**config.mk**
```make
export PLATFORM = sky130hd
export DESIGN_NAME = gf32_serial_mult
export DESIGN_NICKNAME = d
export VERILOG_FILES = /design/src/rtl/gf32_serial_mult.sv
export SDC_FILE = /design/constraint.sdc
export NUM_CORES = 1
export LEC_CHECK = 0
export ABC_AREA = 1
export BUFFER_PORTS_ARGS = -buffer_cell sky130_fd_sc_hd__buf_4
export CAP_MARGIN = 20
export CELL_PAD_IN_SITES_DETAIL_PLACEMENT = 1
export CELL_PAD_IN_SITES_GLOBAL_PLACEMENT = 2
export CORE_MARGIN = 2
export CORE_UTILIZATION = 32
export CTS_CLUSTER_SIZE = 28
export DETAILED_ROUTE_END_ITERATION = 10
export HOLD_SLACK_MARGIN = 0.02
export PLACE_DENSITY_LB_ADDON = 0.08
export SLEW_MARGIN = 20
export SYNTH_ARGS = -nofsm -noshare
export SYNTH_HDL_FRONTEND = slang
export SYNTH_SLANG_ARGS = --single-unit
export TNS_END_PERCENT = 100
```
**constraint.sdc**
```tcl
create_clock -name clk -period 2.2 [get_ports clk]
set_input_delay 0.44 -clock clk [delete_from_list [all_inputs] [get_ports clk]]
set_output_delay 0.44 -clock clk [all_outputs]
set_load 0.02 [all_outputs]
```
**src/rtl/gf32_serial_mult.sv**
```systemverilog
// rtl/gf32_serial_mult.sv - bit-serial GF(2^32) multiplier, MSB-first shift-and-add with reduction
// Optional macro GF32_DIGIT2_EN: process two bits of b per CALC cycle (16-cycle CALC).
// Bus bit 1 is the x^31 coefficient, bit 32 is x^0.
module gf32_serial_mult (
  input  logic        clk,
  input  logic        rst,
  input  logic        in_valid,
  output logic        in_ready,
  input  logic [1:32] a,
  input  logic [1:32] b,
  input  logic [1:32] poly,
  output logic        out_valid,
  input  logic        out_ready,
  output logic [1:32] c,
  output logic        busy
);

  typedef enum logic [1:0] {S_IDLE, S_CALC, S_DONE} state_t;

  state_t      r_state;
  state_t      w_next;

  logic [1:32] r_a;
  logic [1:32] r_b;
  logic [1:32] r_poly;
  logic [1:32] r_acc;
  logic [4:0]  r_cnt;
  logic [1:32] r_c;

  logic [1:32] w_acc_nxt;
  logic [1:32] w_b_nxt;
  logic        w_last;
  logic        w_accept;

  // One MSB-first step: multiply acc by x, fold the x^32 overflow back via poly, add a if the b bit is set
  function automatic logic [1:32] gf_step(input logic [1:32] acc_v, input logic [1:32] a_v,
                                          input logic [1:32] p_v, input logic bit_v);
    logic [1:32] t;
    t = {acc_v[2:32], 1'b0} ^ (acc_v[1] ? p_v : 32'd0);
    if (bit_v) t = t ^ a_v;
    return t;
  endfunction

  // r_b is shifted toward bit 1 each cycle, so the bit(s) under scan always sit at the top
`ifdef GF32_DIGIT2_EN
  localparam logic [4:0] LAST_CNT = 5'd15;
  assign w_acc_nxt = gf_step(gf_step(r_acc, r_a, r_poly, r_b[1]), r_a, r_poly, r_b[2]);
  assign w_b_nxt   = {r_b[3:32], 2'b00};
`else
  localparam logic [4:0] LAST_CNT = 5'd31;
  assign w_acc_nxt = gf_step(r_acc, r_a, r_poly, r_b[1]);
  assign w_b_nxt   = {r_b[2:32], 1'b0};
`endif

  assign w_last   = (r_cnt == LAST_CNT);
  assign w_accept = in_valid && (r_state == S_IDLE);
  assign c        = r_c;

  // State register
  always_ff @(posedge clk or negedge rst) begin
    if (!rst) r_state <= S_IDLE;
    else      r_state <= w_next;
  end

  // Next-state logic
  always_comb begin
    w_next = r_state;
    case (r_state)
      S_IDLE:  if (in_valid)  w_next = S_CALC;
      S_CALC:  if (w_last)    w_next = S_DONE;
      S_DONE:  if (out_ready) w_next = S_IDLE;
      default: w_next = S_IDLE;
    endcase
  end

  // Handshake and status outputs; in_ready is also held low while reset is asserted
  always_comb begin
    in_ready  = (r_state == S_IDLE) && rst;
    out_valid = (r_state == S_DONE);
    busy      = (r_state == S_CALC);
  end

  // Operand capture, accumulator steps, and result register (c only changes on completion)
  always_ff @(posedge clk or negedge rst) begin
    if (!rst) begin
      r_a    <= '0;
      r_b    <= '0;
      r_poly <= '0;
      r_acc  <= '0;
      r_cnt  <= '0;
      r_c    <= '0;
    end else if (w_accept) begin
      r_a    <= a;
      r_b    <= b;
      r_poly <= poly;
      r_acc  <= '0;
      r_cnt  <= '0;
    end else if (r_state == S_CALC) begin
      r_acc  <= w_acc_nxt;
      r_b    <= w_b_nxt;
      r_cnt  <= r_cnt + 5'd1;
      if (w_last) r_c <= w_acc_nxt;
    end
  end

endmodule

```
==> reports/qor.json, run 1 <==
{
  "worst_setup_path": {
    "critical_path.endpoint": "busy",
    "critPathLaunchType": "register",
    "worst-endpoint-required_ns": 1.76,
    "setup.worst_path.class": "register to primary output",
    "timing.critical_path.to_type": "primary output",
    "crit-reg2reg-capture": "c[29]",
    "rrSetupSlack_ns": 0.41,
    "crit_start": "r_state[0]",
    "reg2reg_from": "r_cnt[0]",
    "cp_max_fo": 12,
    "r2r.worst_path.cells": 8,
    "worstPathArrival_ns": 1.46
  },
  "finish": {
    "most-common-layout-cells": "nand2_1 (646), dfrtp_1 (165), nand3_1 (155)",
    "mostFrequentLayoutCell": "nand2_1",
    "post_layout_nonfiller_instances": 1564,
    "core_occupancy_in_the_finished_layout": 0.409,
    "insertedDiodeCount": 0,
    "area_growth_pct": 24.4,
    "layout.cell_area.non_filler_um2": 9990,
    "nNetsFinal": 1329,
    "filler_cell_count": 3062,
    "drive_gt1_frac": 0.153
  },
  "clocking": {
    "ctsLongestPathBuffers": 2,
    "clk_pin_slew_worst_paths_ns": 0.08,
    "post_cts_buffers": 0,
    "hold_buffers": 0,
    "cts_h_tree_depth": 4,
    "number_of_sinks_handled_by_clock_tree_synthesis": 167,
    "clkLatencyLatePin_ns": 0.43,
    "cts-root-buf": "clkbuf_16",
    "tritoncts": "done",
    "cts_buffers": 17,
    "post_cts_resized": 0
  },
  "timing": {
    "report.final.slew_viol_count": 0,
    "setup_viol_count_final": 0,
    "fmax_ghz": 0.525,
    "worst_case_headroom_to_the_max_slew_limit": 0.475,
    "timing_worst_slew_pin_value_ns": 0.788,
    "min_period_over_period": 0.865,
    "fin_skew_ns": 0.0102,
    "total_negative_setup_slacks_ns": 0,
    "rsz_0062_raised_after_global_routing": "false",
    "hold_violations": 0,
    "min_period_ns": 1.90
  },
  "power_and_ir_drop": {
    "power.static_leakage_uw": 0.00561,
    "worst_ir_drop_on_vdd_mv": 0.591,
    "power-per-cell-area_nw_per_um2": 1470
  },
  "logic_synthesis": {
    "synth.top_cells.by_area": "dfrtp_1 (52%), nand2_1 (30%), nand3_1 (9.7%)",
    "synthesis.area_um2": 8030,
    "synthDistinctLibCells": 18,
    "synth_top_cell_by_area": "dfrtp_1",
    "netlist_instances": 1113,
    "postSynthNetCount": 1215,
    "synth.top_cell.area_share": 0.520,
    "ys_warn_count": 0,
    "synth_seq_area_share": 0.520,
    "syn_avg_cell_area_um2": 7.22,
    "number_of_storage_elements_in_the_synthesis_netlist": 167
  },
  "status": {
    "run_status": "finished, final reports clean"
  },
  "floorplanning": {
    "placeableCoreArea_um2": 24500,
    "dieArea_um2": 26400,
    "placementRows": 57,
    "ports_placed_on_the_boundary": 135,
    "die_x_um": 162,
    "initial_utilization": 0.328,
    "die_y_um": 162
  },
  "run": {
    "maxCapViolCount": 0
  },
  "global_routing": {
    "global_route.overflow_total": 0,
    "grt_pass1_wl_mm": 37.9,
    "grt_max_degree": 87,
    "grt_pass1_vias": 7557,
    "antenna_found_initial": 0,
    "grtUsageTotal": 0.180
  },
  "placed_design": {
    "dp.final_hpwl_mm": 14.6,
    "detailed_place.area_um2": 9390,
    "numPlacedInstances": 1532,
    "port_buffers": 134,
    "gp_congestion": 0.736
  },
  "detailed_routing": {
    "totalWireLength_mm": 22.8,
    "avgRoutedWirePerCell_um": 14.5,
    "drt_pass1_iterations": 5,
    "vias_per_cell": 4.60,
    "detail_route.iter0.violations": 305,
    "detail-route-antenna-nets": 0,
    "remaining_drc_errors": 0,
    "vias": 7202
  },
  "hold_path": {
    "worst_hold_path_type": "input pin to async pin"
  }
}
[worst min path at each step]
| stage | from | end | slack [ns] | cells past startpoint |
|---|---|---|---|---|
| global route | rst | c[28] | 0.09 | 2 |
| CTS | rst | c[28] | 0.08 | 2 |
| floorplan | rst | c[10] | 0.14 | 0 |
| finish | rst | c[28] | 0.08 | 2 |
| global placement | r_b[32] | r_b[32] | 0.46 | 2 |
| detailed placement | r_b[32] | r_b[32] | 0.46 | 2 |
[flip-flops by register name, indices dropped and copies added (netlist names)]
name,flops
c,32
r_cnt,5
r_state,2
r_acc,32
r_a,32
r_poly,32
r_b,32
[metal layers]
metal | GRT usage | routed length [µm] | share of wire
met1 | 0.239 | 11000 | 0.49
met2 | 0.312 | 10900 | 0.48
met3 | 0.0280 | 644 | 0.028
met4 | 0.0390 | 182 | 0.0080
met5 | 0 | 0 | 0
[through the flow]
stage          hold slack [ns]  worst slack (ns)  power, µW
2_1_floorplan            0.144             0.626       9660
3_3_place_gp             0.455             0.413      11500
3_5_place_dp             0.462             0.374      11700
4_1_cts                 0.0812             0.266      14900
5_1_grt                 0.0864             0.124      16100
6_report                0.0817             0.297      14700
[synth_stat cells, drive strengths merged]
cell,n
o31ai,1
buf,39
xnor2,1
inv,72
nor2,8
nand3,156
clkbuf,13
a21oi,1
nand2,647
ha,2
o21ai,6
dfrtp,167
[report_power, final]
group / switching [µW] / internal [µW]
logic: 3750 / 2170
clock network: 1420 / 1730
registers: 1120 / 4470
total: 6290 / 8370
[critical path, cell delays in order, from the launching register on]
cell and delay [ns]:
dfrtp_1 0.39, inv_2 0.09, nor2_4 0.14, buf_4 0.24, buf_4 0.17
[final cells by class]
cell class / instances / area [µm²] / share of cell area
clock buffer: 17 / 425 / 0.0426
inverter: 72 / 270 / 0.0270
clock inverter: 15 / 181 / 0.0182
multi-input combinational: 822 / 3350 / 0.335
tap: 324 / 405 / 0.0406
timing repair buffer: 147 / 1180 / 0.118
sequential: 167 / 4180 / 0.419
[cell families (layout without fill, tap and decap cells)]
group | count (synthesis) | in the layout | synth area share
adders and majority gates | 2 | 2 | 0.00312
buffers and inverters | 124 | 251 | 0.0656
DFF | 167 | 167 | 0.520
AOI/OAI and AO/OA | 8 | 8 | 0.00530
xor gates and xnor gates | 1 | 1 | 0.00109
and+or+nand+nor | 811 | 811 | 0.405
Note: power is estimated with default switching activity, not from simulation.
==> run 2: changes to the inputs <==
--- a/config.mk
+++ b/config.mk
@@ -10,12 +10,13 @@
 export CAP_MARGIN = 20
 export CELL_PAD_IN_SITES_DETAIL_PLACEMENT = 1
 export CELL_PAD_IN_SITES_GLOBAL_PLACEMENT = 2
-export CORE_MARGIN = 2
+export CORE_MARGIN = 4
 export CORE_UTILIZATION = 32
 export CTS_CLUSTER_SIZE = 28
 export DETAILED_ROUTE_END_ITERATION = 10
 export HOLD_SLACK_MARGIN = 0.02
 export PLACE_DENSITY_LB_ADDON = 0.08
+export SKIP_CTS_REPAIR_TIMING = 1
 export SLEW_MARGIN = 20
 export SYNTH_ARGS = -nofsm -noshare
 export SYNTH_HDL_FRONTEND = slang
==> constraint.sdc (replaced) <==
create_clock -name clk -period 2.1 [get_ports clk]
set_input_delay 0.42 -clock clk [delete_from_list [all_inputs] [get_ports clk]]
set_output_delay 0.42 -clock clk [all_outputs]
set_load 0.02 [all_outputs]
==> run 2 against run 1 <==
Clock power up 11%. Clock skew grew 0.0042 ns. Total power is 5.7% higher. Final area is 0.23% higher. Combinational power up 4.1%. Sequential power grew 4.7%. Clock-buffer cell count is 1 higher. Worst hold slack better by 0.063 ns. Worst setup slack worse by 0.044 ns. Final cell count barely moved. Largest cell class unchanged.
==> reports/qor.json, run 2 (synthesis gave the netlist of run 1 again) <==
{
  "detailed_routing": {
    "vias_per_cell": {"value": 4.65, "change": "+0.99%"},
    "totalWireLength": {"value": 22.5, "unit": "mm", "change": "-1.2%"},
    "drt_pass1_iterations": {"value": 4, "change": "-1"},
    "vias": {"value": 7269, "change": "+0.93%"},
    "detail-route-antenna-nets": {"value": 0, "change": "unchanged"},
    "route.layer.met1.wl": {"value": 11.1, "unit": "mm", "change": "+0.33%"},
    "avgRoutedWirePerCell": {"value": 14.4, "unit": "µm", "change": "-1.1%"},
    "top_routing_layer_used": "met4",
    "detail_route.iter0.violations": {"value": 374, "change": "+23%"},
    "remaining_drc_errors": {"value": 0, "change": "unchanged"},
    "met3RoutedLength": {"value": 815, "unit": "µm", "change": "+27%"},
    "routed-wl-met2": {"value": 10.4, "unit": "mm", "change": "-4.3%"}
  },
  "global_routing": {
    "grt_pass1_wl": {"value": 37.9, "unit": "mm", "change": "+0.11%"},
    "grt_max_degree": {"value": 119, "change": "+37%"},
    "grt_pass1_vias": {"value": 7494, "change": "-0.83%"},
    "antenna_found_initial": {"value": 0, "change": "unchanged"},
    "grtUsageTotal": {"value": 0.165, "change": "-0.0151"},
    "global_route.overflow_total": {"value": 0, "change": "unchanged"}
  },
  "timing": {
    "total_negative_setup_slacks": {"value": 0, "unit": "ns", "change": "unchanged"},
    "worst_case_headroom_to_the_max_slew_limit": {"value": 0.493, "change": "+0.0187"},
    "hold_violations": {"value": 0, "change": "unchanged"},
    "timing_worst_slew_pin_value": {"value": 0.760, "unit": "ns", "change": "-0.0280 ns"},
    "fin_skew": {"value": 0.0145, "unit": "ns", "change": "+0.00422 ns"},
    "fmax_ghz": 0.542,
    "setup_viol_count_final": {"value": 0, "change": "unchanged"},
    "report.final.slew_viol_count": {"value": 0, "change": "unchanged"},
    "rsz_0062_raised_after_global_routing": "false",
    "hold_ws": {"value": 0.144, "unit": "ns", "change": "+0.0628 ns"},
    "min_period_ns": 1.85,
    "min_period_over_period": 0.879
  },
  "placed_design": {
    "port_buffers": {"value": 134, "change": "unchanged"},
    "gp_congestion": {"value": 0.729, "change": "-0.92%"},
    "dp.final_hpwl": {"value": 14.6, "unit": "mm", "change": "-0.64%"},
    "numPlacedInstances": {"value": 1531, "change": "-0.065%"}
  },
  "floorplanning": {
    "die_x": {"value": 166, "unit": "µm", "change": "+2.5%"},
    "placeableCoreArea": {"value": 24500, "unit": "µm²", "change": "+0.29%"},
    "ports_placed_on_the_boundary": {"value": 135, "change": "unchanged"},
    "placementRows": {"value": 57, "change": "unchanged"},
    "die_y": {"value": 166, "unit": "µm", "change": "+2.5%"},
    "initial_utilization": {"value": 0.327, "change": "-0.000954"},
    "dieArea": {"value": 27700, "unit": "µm²", "change": "+5.0%"}
  },
  "power_and_ir_drop": {
    "intPower": {"value": 9000, "unit": "µW", "change": "+7.5%"},
    "p_comb_frac": {"value": 0.397, "change": "-0.007"},
    "clock_power_share": {"value": 0.225, "change": "+0.010"},
    "power-per-cell-area": {"value": 1550, "unit": "nW/µm²", "change": "+5.5%"},
    "power.static_leakage": {"value": 0.00562, "unit": "µW", "change": "+0.26%"},
    "power.switching_fraction": {"value": 0.419, "change": "-0.00967"},
    "pwr-share-seq": {"value": 0.377, "change": "-0.004"},
    "p_switching": {"value": 6500, "unit": "µW", "change": "+3.3%"},
    "worst_ir_drop_on_vdd": {"value": 0.502, "unit": "mV", "change": "-15%"}
  },
  "clocking": {
    "tritoncts": "done",
    "clk_pin_slew_worst_paths": {"value": 0.08, "unit": "ns", "change": "about the same"},
    "cts_buffers": {"value": 17, "change": "unchanged"},
    "number_of_sinks_handled_by_clock_tree_synthesis": {"value": 167, "change": "unchanged"},
    "ctsLongestPathBuffers": {"value": 2, "change": "unchanged"},
    "cts_h_tree_depth": {"value": 4, "change": "unchanged"},
    "clkLatencyLatePin": {"value": 0.43, "unit": "ns", "change": "about the same"},
    "cts-root-buf": "clkbuf_16"
  },
  "finish": {
    "drive_gt1_frac": {"value": 0.151, "change": "-0.00230"},
    "area_growth_pct": 24.7,
    "insertedDiodeCount": {"value": 0, "change": "unchanged"},
    "combined_area_of_the_multi_input_logic_cells": {"value": 3340, "unit": "µm²", "change": "-0.22%"},
    "core_occupancy_in_the_finished_layout": {"value": 0.408, "change": "about the same"},
    "post_layout_nonfiller_instances": {"value": 1563, "change": "-0.064%"},
    "mostFrequentLayoutCell": "nand2_1",
    "nNetsFinal": {"value": 1328, "change": "-0.075%"},
    "ff_latch_area": {"value": 4180, "unit": "µm²", "change": "about the same"},
    "most-common-layout-cells": "nand2_1 (646), dfrtp_1 (166), nand3_1 (155)",
    "filler_cell_count": {"value": 3040, "change": "-0.72%"}
  },
  "status": {
    "run_status": "finished, final reports clean"
  },
  "worst_setup_path": {
    "max_stage_delay": {"value": 0.42, "unit": "ns", "change": "+0.03 ns"},
    "setup.worst_path.class": "register to primary output",
    "worst-endpoint-required": {"value": 1.68, "unit": "ns", "change": "-0.08 ns"},
    "critical_path.top_delay_family": "buffers and inverters",
    "critPathLaunchType": "register",
    "timing.critical_path.to_type": "primary output",
    "critical_path.cell_chain": "nor2_4 -> buf_12 -> buf_4",
    "cp_max_fo": {"value": 39, "change": "+27"},
    "worstPathArrival": {"value": 1.43, "unit": "ns", "change": "-0.03 ns"},
    "timing.critical_path.slowest_stage_cell": "dfrtp_1",
    "worstPathBufferInverterCount": {"value": 2, "change": "-1"}
  },
  "run": {
    "maxCapViolCount": {"value": 0, "change": "unchanged"}
  },
  "hold_path": {
    "worst_hold_path_type": "input pin to async pin"
  }
}
-- run 2: path summary, 6_finish.rpt --
kind | startpoint | endpoint | slack (ns) | cells after the start
worst max-delay path | r_state[1] | busy | 0.25 | 3
worst min-delay path | rst | r_poly[4] | 0.14 | 2
worst max register to register | r_cnt[0] | r_state[1] | 0.28 | 7
worst min register to register | r_b[32] | r_b[32] | 0.48 | 2
max in group asynchronous | rst | r_acc[1] | 1.44 | 2
min in group clk | poly[7] | r_poly[7] | 0.18 | 3
-- run 2: cell type report --
type | count | area share
sequential | 167 | 0.418
multi-input combinational | 822 | 0.333
timing repair buffer | 146 | 0.117
clock buffer | 18 | 0.0428
tap | 324 | 0.0405
inverter | 72 | 0.0272
clock inverter | 14 | 0.0214
-- run 2: power groups by stage --
stage | Clock, µW | Combinational, µW | Sequential, µW
detailed placement | 0 | 6330 | 5890
floorplan | 0 | 4380 | 5730
global route | 3750 | 7230 | 6070
global placement | 0 | 6140 | 5890
CTS | 3610 | 6370 | 5860
finish | 3490 | 6160 | 5850
-- run 2: layer usage --
metal / up-vias / track usage
met1: 3502 / 0.227
met3: 10 / 0.0306
met4: 0 / 0.0374
met5: - / 0
met2: 113 / 0.273
li1: 3644 / -
-- run 2: metrics by stage --
step | setup WS [ns] | power, µW | area, µm²
after floorplan | 0.526 | 10100 | 8030
after global placement | 0.243 | 12000 | 9370
after detailed placement | 0.183 | 12200 | 9370
after CTS | 0.163 | 15800 | 10000
after global routing | 0.128 | 17100 | 10000
final | 0.253 | 15500 | 10000
